## config.mk

```make
export PLATFORM = sky130hd
export DESIGN_NAME = count_snapshot_fifo
export DESIGN_NICKNAME = d
export VERILOG_FILES = /design/src/rtl/count_snapshot_fifo.sv
export SDC_FILE = /design/constraint.sdc
export NUM_CORES = 1
export LEC_CHECK = 0
export CAP_MARGIN = 20
export CORE_ASPECT_RATIO = 1.2
export CORE_UTILIZATION = 30
export CTS_CLUSTER_SIZE = 20
export DETAILED_ROUTE_END_ITERATION = 10
export PLACE_DENSITY_LB_ADDON = 0.12
export SETUP_SLACK_MARGIN = 0.3
export SLEW_MARGIN = 40
export SYNTH_ARGS = -nofsm -noshare
export SYNTH_HDL_FRONTEND = slang
export SYNTH_SLANG_ARGS = --single-unit
```

## constraint.sdc

```tcl
create_clock -name clk -period 1.84 [get_ports clk]
set_input_delay 0.368 -clock clk [delete_from_list [all_inputs] [get_ports clk]]
set_output_delay 0.368 -clock clk [all_outputs]
set_load 0.1 [all_outputs]
```

## src/rtl/count_snapshot_fifo.sv

```systemverilog
// count_snapshot_fifo: captures {delta, count} pairs from a free-running counter on
// each rising edge of trig. The pairs queue in a show-ahead FIFO that a valid/ready
// port drains. A capture that finds the FIFO full is dropped, and the drop is
// reported through a sticky overflow flag and a saturating drop counter.
module count_snapshot_fifo #(
  parameter int unsigned WIDTH = 8,
  parameter int unsigned DEPTH = 4,
  parameter int unsigned LW    = $clog2(DEPTH) + 1
) (
  input  logic                 clk,
  input  logic                 reset,
  input  logic [WIDTH-1:0]     count_in,
  input  logic                 trig,
  output logic [2*WIDTH-1:0]   out_data,
  output logic                 out_valid,
  input  logic                 out_ready,
  output logic [LW-1:0]        level,
  output logic                 overflow,
  output logic [7:0]           drop_cnt
);

  localparam int unsigned AW = $clog2(DEPTH);
  localparam logic [LW-1:0] LevelFull = LW'(DEPTH);

  // Edge detector and capture tracking
  logic             trig_q;
  logic [WIDTH-1:0] last_cap_q, last_cap_d;

  // FIFO storage and bookkeeping
  logic [2*WIDTH-1:0] mem_q [DEPTH];
  logic [AW-1:0]      wr_ptr_q, wr_ptr_d;
  logic [AW-1:0]      rd_ptr_q, rd_ptr_d;
  logic [LW-1:0]      level_q, level_d;
  logic               overflow_q, overflow_d;
  logic [7:0]         drop_cnt_q, drop_cnt_d;

  logic             trig_edge;
  logic [WIDTH-1:0] delta;
  logic             full;
  logic             empty;
  logic             pop;
  logic             push;
  logic             drop;

  // Decode the edge and the push/pop/drop decisions for this cycle
  always_comb begin
    trig_edge = trig & ~trig_q;
    // Modular difference; the wrap is intentional so delta is the true spacing.
    delta     = count_in - last_cap_q;
    full      = (level_q == LevelFull);
    empty     = (level_q == '0);
    pop       = ~empty & out_ready;
    // A pop in the same cycle frees the slot, so a full FIFO can still accept.
    push      = trig_edge & (~full | pop);
    drop      = trig_edge & full & ~pop;
  end

  // Next-state for pointers, occupancy, last capture and overflow reporting
  always_comb begin
    wr_ptr_d   = wr_ptr_q;
    rd_ptr_d   = rd_ptr_q;
    level_d    = level_q;
    last_cap_d = last_cap_q;
    overflow_d = overflow_q;
    drop_cnt_d = drop_cnt_q;

    if (push) begin
      wr_ptr_d = wr_ptr_q + AW'(1);
    end
    if (pop) begin
      rd_ptr_d = rd_ptr_q + AW'(1);
    end

    unique case ({push, pop})
      2'b10:   level_d = level_q + LW'(1);
      2'b01:   level_d = level_q - LW'(1);
      default: level_d = level_q;
    endcase

    // Dropped captures still advance last_cap so later deltas stay honest.
    if (trig_edge) begin
      last_cap_d = count_in;
    end

    if (drop) begin
      overflow_d = 1'b1;
      if (drop_cnt_q != 8'hff) begin
        drop_cnt_d = drop_cnt_q + 8'd1;
      end
    end
  end

  // Control state; trig_q resets high so a trig held across reset is not an edge
  always_ff @(posedge clk) begin
    if (reset) begin
      trig_q     <= 1'b1;
      last_cap_q <= '0;
      wr_ptr_q   <= '0;
      rd_ptr_q   <= '0;
      level_q    <= '0;
      overflow_q <= 1'b0;
      drop_cnt_q <= '0;
    end else begin
      trig_q     <= trig;
      last_cap_q <= last_cap_d;
      wr_ptr_q   <= wr_ptr_d;
      rd_ptr_q   <= rd_ptr_d;
      level_q    <= level_d;
      overflow_q <= overflow_d;
      drop_cnt_q <= drop_cnt_d;
    end
  end

  // Entry storage; contents need no reset since level gates visibility
  always_ff @(posedge clk) begin
    if (push && !reset) begin
      mem_q[wr_ptr_q] <= {delta, count_in};
    end
  end

  // Registered-only outputs; out_ready never reaches out_valid or out_data
  always_comb begin
    out_data  = mem_q[rd_ptr_q];
    out_valid = ~empty;
    level     = level_q;
    overflow  = overflow_q;
    drop_cnt  = drop_cnt_q;
  end

endmodule

```

==> out/results.txt, run 1 <==
via count -> 2460
final net count -> 402
crit path launch type -> register
Final Worst Setup Slack -> -181.5 ps
Site Rows -> 44
asr flop ratio synth -> 0%
antenna cells -> 0
Synth Area in Simple Gates -> 9.254%
hold violation count in the final report -> 0
most instantiated cells after synthesis -> 64 x edfxtp_1, 27 x dfxtp_1, 24 x nand2_1, 20 x nor2_1, 16 x mux4_2
post-synthesis sequential area ratio -> 64.36%
failing checks -> negative setup slack
GR Overflow Total -> 0
mux contribution to synthesized area -> 9.680%
Final HPWL DP -> 5396 um
critical path cell sequence -> buf_12 -> mux4_2 -> buf_12
WL/cell -> 15.92 um
post-synthesis xor/xnor area fraction -> 4.120%
synthesized instance count -> 264
Via density -> 4.539
max-capacitance violation count -> 0
CTS tree -> yes
most instantiated library cell after synthesis -> edfxtp_1
main combinational cell family by area after synthesis -> multiplexers
ANT nets after route -> 0
worst hold slack -> 435.9 ps
ratio of cells with drive above 1 in the final layout -> 51.44%
area grow syn2layout -> 59.94%
syn_nets -> 290
syn_area_per_cell -> 14.49 um^2
Die H -> 125.7 um
number of global-route vias before repair -> 2581
H-tree depth -> 3
antenna violations before repair -> 0
crit-path max FO -> 8
synth unique cells -> 39
Synth top area share -> 50.23%
largest net degree at the start of global routing -> 27
Yosys reg bits -> 91
Final Non-Filler Cells -> 542
EDFF count, synth -> 64
largest area contributor in the netlist -> edfxtp_1
status -> finished with violations
peak supply drop -> 1.364 mV
first-pass GRT wire length -> 13910 um
worst clock skew -> 4.646 ps
Synth Area in Adders -> 4.971%
Post-synth top flop -> edfxtp_1
Initial Util -> 31.17%
die area -> 0.01321 mm^2
gp weighted congestion -> 0.7264
Period Utilization, post-route -> 109.9%
CTS Hold Bufs -> 0
classification of the worst setup path -> register to output pin
Initial DRT Pass Iterations -> 3
Top Family by Delay on Critical Path -> multiplexers
# fillers -> 1077
CP endpoint -> out_data[15]
initial drt markers -> 52
Port Buffers -> 40
Critical Path AT -> 1650 ps
Worst R2R Setup Slack -> 30 ps
CTS Buffer Depth -> 2
drc violations -> 0
Setup-failing EPs final -> 16
core area -> 0.01228 mm^2
Slew @ Worst Pin -> 308.2 ps
hold crit path type -> input pin to register
pwr dens -> 1263 mW/mm^2
GRT Util Overall -> 14.34%
synth warn -> 0
Crit path depth -> 3
Required @ worst endpoint -> 1470 ps
Routed WL -> 8626 um
Crit. End Element -> output pin
clock-pin slew on the worst setup and hold paths -> 60 ps
worst skew pair latency -> 330 ps
Worst R2R End -> mem_q[0][14]$_DFFE_PP_
number of buffers created by CTS -> 9
CP max stage cell -> mux4_2
Die W -> 105.1 um
Worst Path Buf+Inv -> 2
f_max -> 494.7 MHz
Sink Count -> 91
fin crit period -> 2021 ps
CP most frequent cell -> buf_12
Top Ports -> 41
Final Slew Violations -> 0
Critical R2R Launch -> last_cap_q[0]$_SDFFE_PP0P_
Max-slew headroom -> 79.45%
CP max stage delay -> 570 ps
Post-Syn Area -> 0.003826 mm^2
Placed Cells -> 501
leading post-synthesis cells by cell area -> edfxtp_1 50%, dfxtp_1 14%, mux4_2 9.4%, ha_1 3.9%, xnor2_1 2.5%
post-synthesis compound-gate area fraction -> 4.774%
root buf cell -> clkbuf_16
Leak Pwr -> 2.189 nW
RSZ-0062 raised after global routing -> yes
worst reg-to-reg path cell count -> 8
-- per-stage QoR --
| stage | setup WS [ps] | total power [W] | utilization (%) | area (um^2) | TNS [ps] |
|---|---|---|---|---|---|
| after floorplan | 45.92 | 0.004456 | - | 4026 | 0 |
| after global placement | -610.9 | 0.005503 | 42.79 | 5254 | -32970 |
| after detailed placement | -625.8 | 0.005528 | 42.79 | 5254 | -34220 |
| after CTS | -214.0 | 0.007764 | 48.74 | 5983 | -3015 |
| after global routing | -226.2 | 0.008039 | 49.85 | 6120 | -3304 |
| final | -181.5 | 0.007731 | 49.85 | 6120 | -2311 |
-- worst reg2reg max path, stage by stage (launching register included) --
cell	delay, ps
dfxtp_2	350
ha_4	140
inv_4	30
fa_2	340
a21o_1	180
a21oi_2	130
o21bai_1	100
a21oi_2	170
xnor2_2	110
-- registers in the layout (all words and copies together) (netlist names), named ones only --
| signal | count |
|---|---|
| overflow | 1 |
| wr_ptr_q | 2 |
| mem_q | 64 |
| last_cap_q | 8 |
| rd_ptr_q | 2 |
| level | 3 |
| trig_q | 1 |
| drop_cnt | 8 |
-- layer usage --
layer,wire [um],track usage (%),vias to the layer above
met3,186,2.329,9
met4,133,6.711,0
met5,0,0,-
met2,4703,25.17,36
met1,3602,17.18,1221
li1,-,-,1194
-- how the worst min path moves through the flow --
stage / startpoint / end / slack [ps] / cells past startpoint
floorplan: last_cap_q[2]$_SDFFE_PP0P_ / last_cap_q[2]$_SDFFE_PP0P_ / 440 / 2
global placement: last_cap_q[3]$_SDFFE_PP0P_ / last_cap_q[3]$_SDFFE_PP0P_ / 440 / 2
detailed placement: last_cap_q[3]$_SDFFE_PP0P_ / last_cap_q[3]$_SDFFE_PP0P_ / 450 / 2
CTS: trig / trig_q$_SDFF_PP1_ / 390 / 2
global route: count_in[3] / mem_q[0][3]$_DFFE_PP_ / 440 / 1
finish: count_in[3] / mem_q[2][3]$_DFFE_PP_ / 440 / 1
-- cell usage in the layout, fill, tap and decap left out, types with 2 or more instances in the layout --
| cell type | n |
|---|---|
| nand2_2 | 2 |
| edfxtp_1 | 64 |
| mux4_2 | 16 |
| dfxtp_1 | 11 |
| and2_4 | 6 |
| xor2_1 | 6 |
| fa_2 | 2 |
| a21oi_2 | 4 |
| nor2_1 | 20 |
| xnor2_4 | 2 |
| nand2_1 | 22 |
| nand3_1 | 3 |
| a21o_1 | 2 |
| bufinv_16 | 2 |
| inv_2 | 3 |
| buf_6 | 21 |
| buf_4 | 35 |
| nor3_2 | 4 |
| inv_1 | 10 |
| buf_12 | 38 |
| clkbuf_16 | 9 |
| buf_16 | 4 |
| ha_1 | 6 |
| dlygate4sd2_1 | 4 |
| a21oi_1 | 10 |
| buf_2 | 2 |
| xnor2_1 | 5 |
| o21a_1 | 2 |
| xnor2_2 | 4 |
| dfxtp_2 | 6 |
| dfxtp_4 | 10 |
| ha_4 | 6 |
| clkdlybuf4s50_1 | 4 |
| nand4_1 | 3 |
| and3_1 | 2 |
-- report_power, final --
part / internal (W) / switching (W) / total (W) / leakage (nW)
Clock: 0.00122 / 0.000734 / 0.00195 / 0.153
Combinational: 0.00145 / 0.00192 / 0.00336 / 1.23
Sequential: 0.00231 / 0.000102 / 0.00241 / 0.806
-- final cells by class --
type	count	area, um^2	share of cell area, %
multi-input combinational	149	1539	25.15
clock inverter	5	76.32	1.247
clock buffer	11	242.7	3.966
timing repair buffer	110	1481	24.21
inverter	15	71.32	1.165
tap	161	201.4	3.292
sequential	91	2507	40.97
-- timing repair --
action                     CTS  global route
pin swaps                   21            18
setup endpoints to repair  122           113
cloned                       4             0
buffers inserted            17             4
gates resized for setup     56            19
-- cell families after synthesis --
| kind of cell | after synthesis |
|---|---|
| AOI/OAI and AO/OA | 28 |
| xor gates and xnor gates | 18 |
| adders and majority gates | 14 |
| buffers and inverters | 24 |
| DFF | 91 |
| muxes | 17 |
| and+or+nand+nor | 72 |
No activity file was read; power rests on OpenSTA's default activity.
==> run 2: changes to the inputs <==
Settings changed: CAP_MARGIN 20 to 0, SKIP_LAST_GASP set to 1.
Clock period 1.84 ns to 1.8 ns, I/O delays scaled along.
==> out/results.txt, run 2 (synthesis results as in run 1) <==
WL/cell -> 15.38 um (-3.4%)
Sw Share -> 36.32% (+0.67 points)
die area -> 0.01321 mm^2 (unchanged)
Worst R2R End -> mem_q[0][14]$_DFFE_PP_
Leak Pwr -> 2.169 nW (-0.91%)
failing checks -> negative setup slack
worst reg-to-reg path cell count -> 8 (unchanged)
worst hold slack -> 336.1 ps (-99.74 ps)
f_max -> 503.8 MHz
hold path depth -> 2 (+1)
via count -> 2465 (+0.20%)
GRT Util Overall -> 13.37% (-0.97 points)
Top Ports -> 41 (unchanged)
Flop pwr share -> 32.0% (+0.8 points)
Final Worst Setup Slack -> -185.0 ps (-3.529 ps)
Critical Path AT -> 1620 ps (-30 ps)
H-tree depth -> 3 (unchanged)
number of buffers created by CTS -> 9 (unchanged)
CTS Buffer Depth -> 2 (unchanged)
commonest non-fill, non-tap cell in the layout -> edfxtp_1
drc violations -> 0 (unchanged)
classification of the worst setup path -> register to output pin
crit-path max FO -> 6 (-2)
Final Util -> 49.48% (-0.37 points)
commonest non-fill, non-tap cells in the layout -> 64 x edfxtp_1, 42 x buf_12, 39 x buf_4
worst clock skew -> 3.788 ps (-0.8586 ps)
core area -> 0.01228 mm^2 (unchanged)
area grow syn2layout -> 58.76%
Crit. End Element -> output pin
Hold Crit Endpoint -> mem_q[2][1]$_DFFE_PP_
crit path launch type -> register
Critical R2R Launch -> last_cap_q[0]$_SDFFE_PP0P_
Routed WL -> 8321 um (-3.5%)
Worst R2R Setup Slack -> 0 ps (-30 ps)
initial drt markers -> 85 (+63%)
antenna cells -> 0 (unchanged)
worst skew pair latency -> 330 ps (about the same)
Site Rows -> 44 (unchanged)
largest net degree at the start of global routing -> 27 (unchanged)
fin crit period -> 1985 ps
power share of the combinational group -> 44.2% (+0.7 points)
status -> finished with violations
Initial Util -> 31.17% (unchanged)
RSZ-0062 raised after global routing -> yes
Max-slew headroom -> 79.72% (+0.27 points)
root buf cell -> clkbuf_16
# fillers -> 1053 (-2.2%)
ratio of cells with drive above 1 in the final layout -> 50.79% (-0.65 points)
CTS Hold Bufs -> 0 (unchanged)
Setup-failing EPs final -> 20 (+4)
Port Buffers -> 40 (unchanged)
first-pass GRT wire length -> 13420 um (-3.5%)
ANT nets after route -> 0 (unchanged)
pwr dens -> 1265 mW/mm^2 (+0.16%)
Slew @ Worst Pin -> 304.2 ps (-4.034 ps)
Die W -> 105.1 um (unchanged)
Required @ worst endpoint -> 1440 ps (-30 ps)
min-delay src -> count_in[1]
gp weighted congestion -> 0.7236 (-0.39%)
internal power -> 0.004894 W (-1.6%)
Sw Pwr -> 0.002792 W (+1.3%)
CTS tree -> yes
number of global-route vias before repair -> 2520 (-2.4%)
power share of the clock group -> 23.8% (-1.5 points)
Final Slew Violations -> 0 (unchanged)
Die H -> 125.7 um (unchanged)
GR Overflow Total -> 0 (unchanged)
Via density -> 4.556 (+0.39%)
clock-pin slew on the worst setup and hold paths -> 60 ps (about the same)
Pwr Total -> 0.007686 W (-0.58%)
max-capacitance violation count -> 0 (unchanged)
max reg flops -> 64 (unchanged)
hold violation count in the final report -> 0 (unchanged)
antenna violations before repair -> 0 (unchanged)
final net count -> 401 (-0.25%)
hold crit path type -> input pin to register
Initial DRT Pass Iterations -> 4 (+1)
Period Utilization, post-route -> 110.3%
Reg with most FFs -> mem_q
Final HPWL DP -> 5378 um (-0.33%)
peak supply drop -> 1.358 mV (-0.47%)
Sink Count -> 91 (unchanged)
-- run 2: stage by stage --
step / area [um^2] / TNS [ps] / worst slack, ps / cells
floorplan: 4034 / 0 / 5.922 / 264
global placement: 5266 / -34730 / -626.5 / 500
detailed placement: 5266 / -36080 / -672.6 / 500
CTS: 5919 / -3203 / -213.7 / 536
global route: 6075 / -3655 / -236.5 / 541
finish: 6075 / -2410 / -185.0 / 541
-- run 2: power by group through the flow --
stage | Combinational (W) | Sequential, W | Clock (W)
after floorplan | 0.00188 | 0.00268 | 0
after global placement | 0.00311 | 0.00252 | 0
after detailed placement | 0.00313 | 0.00251 | 0
after CTS | 0.00331 | 0.00244 | 0.00188
after global routing | 0.00354 | 0.00248 | 0.00196
final | 0.00339 | 0.00246 | 0.00183
-- run 2: repair_timing --
action / in CTS / in global routing
resized for setup: 40 / 20
pin swaps: 19 / 19
buffers inserted: 17 / 3
gates cloned: 3 / 2
endpoints found under the setup margin: 119 / 113
-- run 2: layer usage --
metal | GRT usage, % | vias to the layer above | share of wire [%] | wire length (um)
li1 | - | 1189 | - | -
met4 | 4.474 | 0 | 1.5 | 122
met3 | 2.795 | 9 | 2.6 | 219
met1 | 16.85 | 1227 | 45 | 3744
met2 | 22.87 | 40 | 51 | 4235
met5 | 0 | - | 0 | 0
-- run 2: final cells by class --
cell class	instances	area (um^2)	share of cell area (%)
clock buffer	12	236.5	3.893
tap	161	201.4	3.316
multi-input combinational	149	1513	24.90
sequential	91	2509	41.30
clock inverter	4	52.55	0.8651
timing repair buffer	109	1494	24.59
inverter	15	68.82	1.133
-- run 2: how the worst max path moves through the flow --
stage / cells after the start / slack (ps) / to
final: 3 / -180 / out_data[15]
after global routing: 3 / -240 / out_data[15]
after CTS: 3 / -210 / out_data[15]
after detailed placement: 11 / -670 / mem_q[3][14]$_DFFE_PP_
after global placement: 11 / -630 / mem_q[0][14]$_DFFE_PP_
after floorplan: 7 / 6 / level[2]$_SDFFE_PP0P_
-- run 2: critical path, stage by stage, from the launching register on --
cell,delay (ps)
dfxtp_4,390
buf_12,140
mux4_2,570
buf_12,200
==> run 3: changes to the inputs <==
Settings changed: ABC_AREA set to 0, CORE_UTILIZATION 30 to 50, TNS_END_PERCENT set to 20.
==> out/results.txt, run 3 (synthesis results as in run 1) <==
Initial DRT Pass Iterations -> 4 (unchanged)
commonest non-fill, non-tap cell in the layout -> edfxtp_1
Required @ worst endpoint -> 1440 ps (about the same)
ratio of cells with drive above 1 in the final layout -> 41.27% (-9.5 points)
Site Rows -> 34 (-23%)
Critical R2R Launch -> last_cap_q[0]$_SDFFE_PP0P_
Max-slew headroom -> 75.72% (-4.0 points)
number of global-route vias before repair -> 2421 (-3.9%)
CTS tree -> yes
f_max -> 498.3 MHz (-1.1%)
Slew @ Worst Pin -> 361.7 ps (+57.50 ps)
Period Utilization, post-route -> 111.5% (+1.2 points)
CTS Buffer Depth -> 2 (unchanged)
drc violations -> 0 (unchanged)
Die H -> 97.83 um (-22%)
root buf cell -> clkbuf_8
WL/cell -> 16.48 um (+7.1%)
first-pass GRT wire length -> 11850 um (-12%)
Final Worst Setup Slack -> -206.8 ps (-21.80 ps)
number of buffers created by CTS -> 9 (unchanged)
area grow syn2layout -> 40.29%
DR WL met2 -> 4014 um (-5.2%)
wl on met1 -> 3051 um (-19%)
Leak Pwr -> 1.945 nW (-10%)
RSZ-0062 raised after global routing -> yes
pwr dens -> 1273 mW/mm^2 (+0.64%)
WL met3 -> 217 um (-0.91%)
worst clock skew -> 9.285 ps (+5.498 ps)
hold path depth -> 2 (unchanged)
antenna violations before repair -> 0 (unchanged)
Final Util -> 73.36% (+24 points)
Critical Path AT -> 1650 ps (+30 ps)
antenna cells -> 0 (unchanged)
worst hold slack -> 458.4 ps (+122.3 ps)
worst reg-to-reg path cell count -> 8 (unchanged)
DR top layer -> met4
initial drt markers -> 111 (+31%)
Sink Count -> 91 (unchanged)
H-tree depth -> 3 (unchanged)
Pwr Total -> 0.006835 W (-11%)
ANT nets after route -> 0 (unchanged)
fin crit period -> 2007 ps (+21.80 ps)
Final Slew Violations -> 0 (unchanged)
final net count -> 382 (-4.7%)
Die W -> 81.86 um (-22%)
Worst R2R End -> mem_q[3][14]$_DFFE_PP_
clock-pin slew on the worst setup and hold paths -> 80 ps (+20 ps)
peak supply drop -> 1.485 mV (+9.3%)
min-delay src -> last_cap_q[3]$_SDFFE_PP0P_
Initial Util -> 52.29% (+21 points)
Reg with most FFs -> mem_q
worst skew pair latency -> 350 ps (+20 ps)
Port Buffers -> 40 (unchanged)
# fillers -> 484 (-54%)
core area -> 0.007317 mm^2 (-40%)
hold violation count in the final report -> 0 (unchanged)
Hold Crit Endpoint -> last_cap_q[3]$_SDFFE_PP0P_
Setup-failing EPs final -> 20 (unchanged)
max-capacitance violation count -> 0 (unchanged)
Crit. End Element -> output pin
max reg flops -> 64 (unchanged)
GRT Util Overall -> 20.51% (+7.1 points)
failing checks -> negative setup slack
Routed WL -> 7431 um (-11%)
classification of the worst setup path -> register to output pin
Final HPWL DP -> 4949 um (-8.0%)
via count -> 2398 (-2.7%)
crit path launch type -> register
die area -> 0.008007 mm^2 (-39%)
crit-path max FO -> 8 (+2)
hold crit path type -> register to register
commonest non-fill, non-tap cells in the layout -> 64 x edfxtp_1, 44 x buf_4, 33 x buf_12
status -> finished with violations
Top Ports -> 41 (unchanged)
gp weighted congestion -> 0.8203 (+13%)
Worst R2R Setup Slack -> -50 ps (-50 ps)
CTS Hold Bufs -> 0 (unchanged)
largest net degree at the start of global routing -> 27 (unchanged)
GR Overflow Total -> 0 (unchanged)
Via density -> 5.317 (+17%)
==> run 3: final cells by class <==
cell class / count / area, um^2 / area share, %
clock buffer: 10 / 127.6 / 2.378
multi-input combinational: 149 / 1398 / 26.04
tap: 90 / 112.6 / 2.098
inverter: 15 / 56.30 / 1.049
timing repair buffer: 90 / 1136 / 21.17
clock inverter: 6 / 41.29 / 0.7692
sequential: 91 / 2496 / 46.50
==> run 3: worst max path at each step <==
stage,start,endpoint,slack (ps),depth (start not counted)
3_5_place_dp,count_in[0],mem_q[0][14]$_DFFE_PP_,-550,10
2_1_floorplan,count_in[0],mem_q[0][14]$_DFFE_PP_,-20,9
5_1_grt,register,out_data[7],-250,3
3_3_place_gp,count_in[0],mem_q[0][14]$_DFFE_PP_,-530,10
4_1_cts,register,out_data[6],-230,3
6_report,register,out_data[6],-210,3
==> run 3: critical path: stages, from the launching register on <==
cell     delay [ps]
dfxtp_4         400
buf_12          160
mux4_2          550
buf_12          190
==> run 3: routing by layer <==
metal | track usage (%) | vias to the layer above
li1 | - | 1152
met1 | 24.19 | 1174
met2 | 35.41 | 58
met3 | 4.206 | 14
met4 | 8.772 | 0
met5 | 0 | -
==> run 3: where the power goes <==
part,internal [W],total (W),switching (W)
Sequential,0.00236,0.00249,0.000124
Combinational,0.00131,0.00315,0.00184
Clock,0.000502,0.00120,0.000695
Total,0.00417,0.00684,0.00266
==> run 3: metrics by stage <==
stage / cells / instance area, um^2 / TNS [ps] / worst slack [ps]
6_report: 451 / 5368 / -3137 / -206.8
2_1_floorplan: 264 / 3889 / -71.46 / -17.86
5_1_grt: 451 / 5368 / -4671 / -251.9
3_5_place_dp: 430 / 5017 / -30080 / -551.1
3_3_place_gp: 430 / 5017 / -27330 / -528.8
4_1_cts: 448 / 5295 / -3775 / -226.4
==> run 3: what timing repair did <==
item | CTS | global route
pin swaps | 12 | 9
gates resized for setup | 21 | 8
cloned | 1 | 0
setup buffers | 1 | 3
setup endpoints to repair | 120 | 115
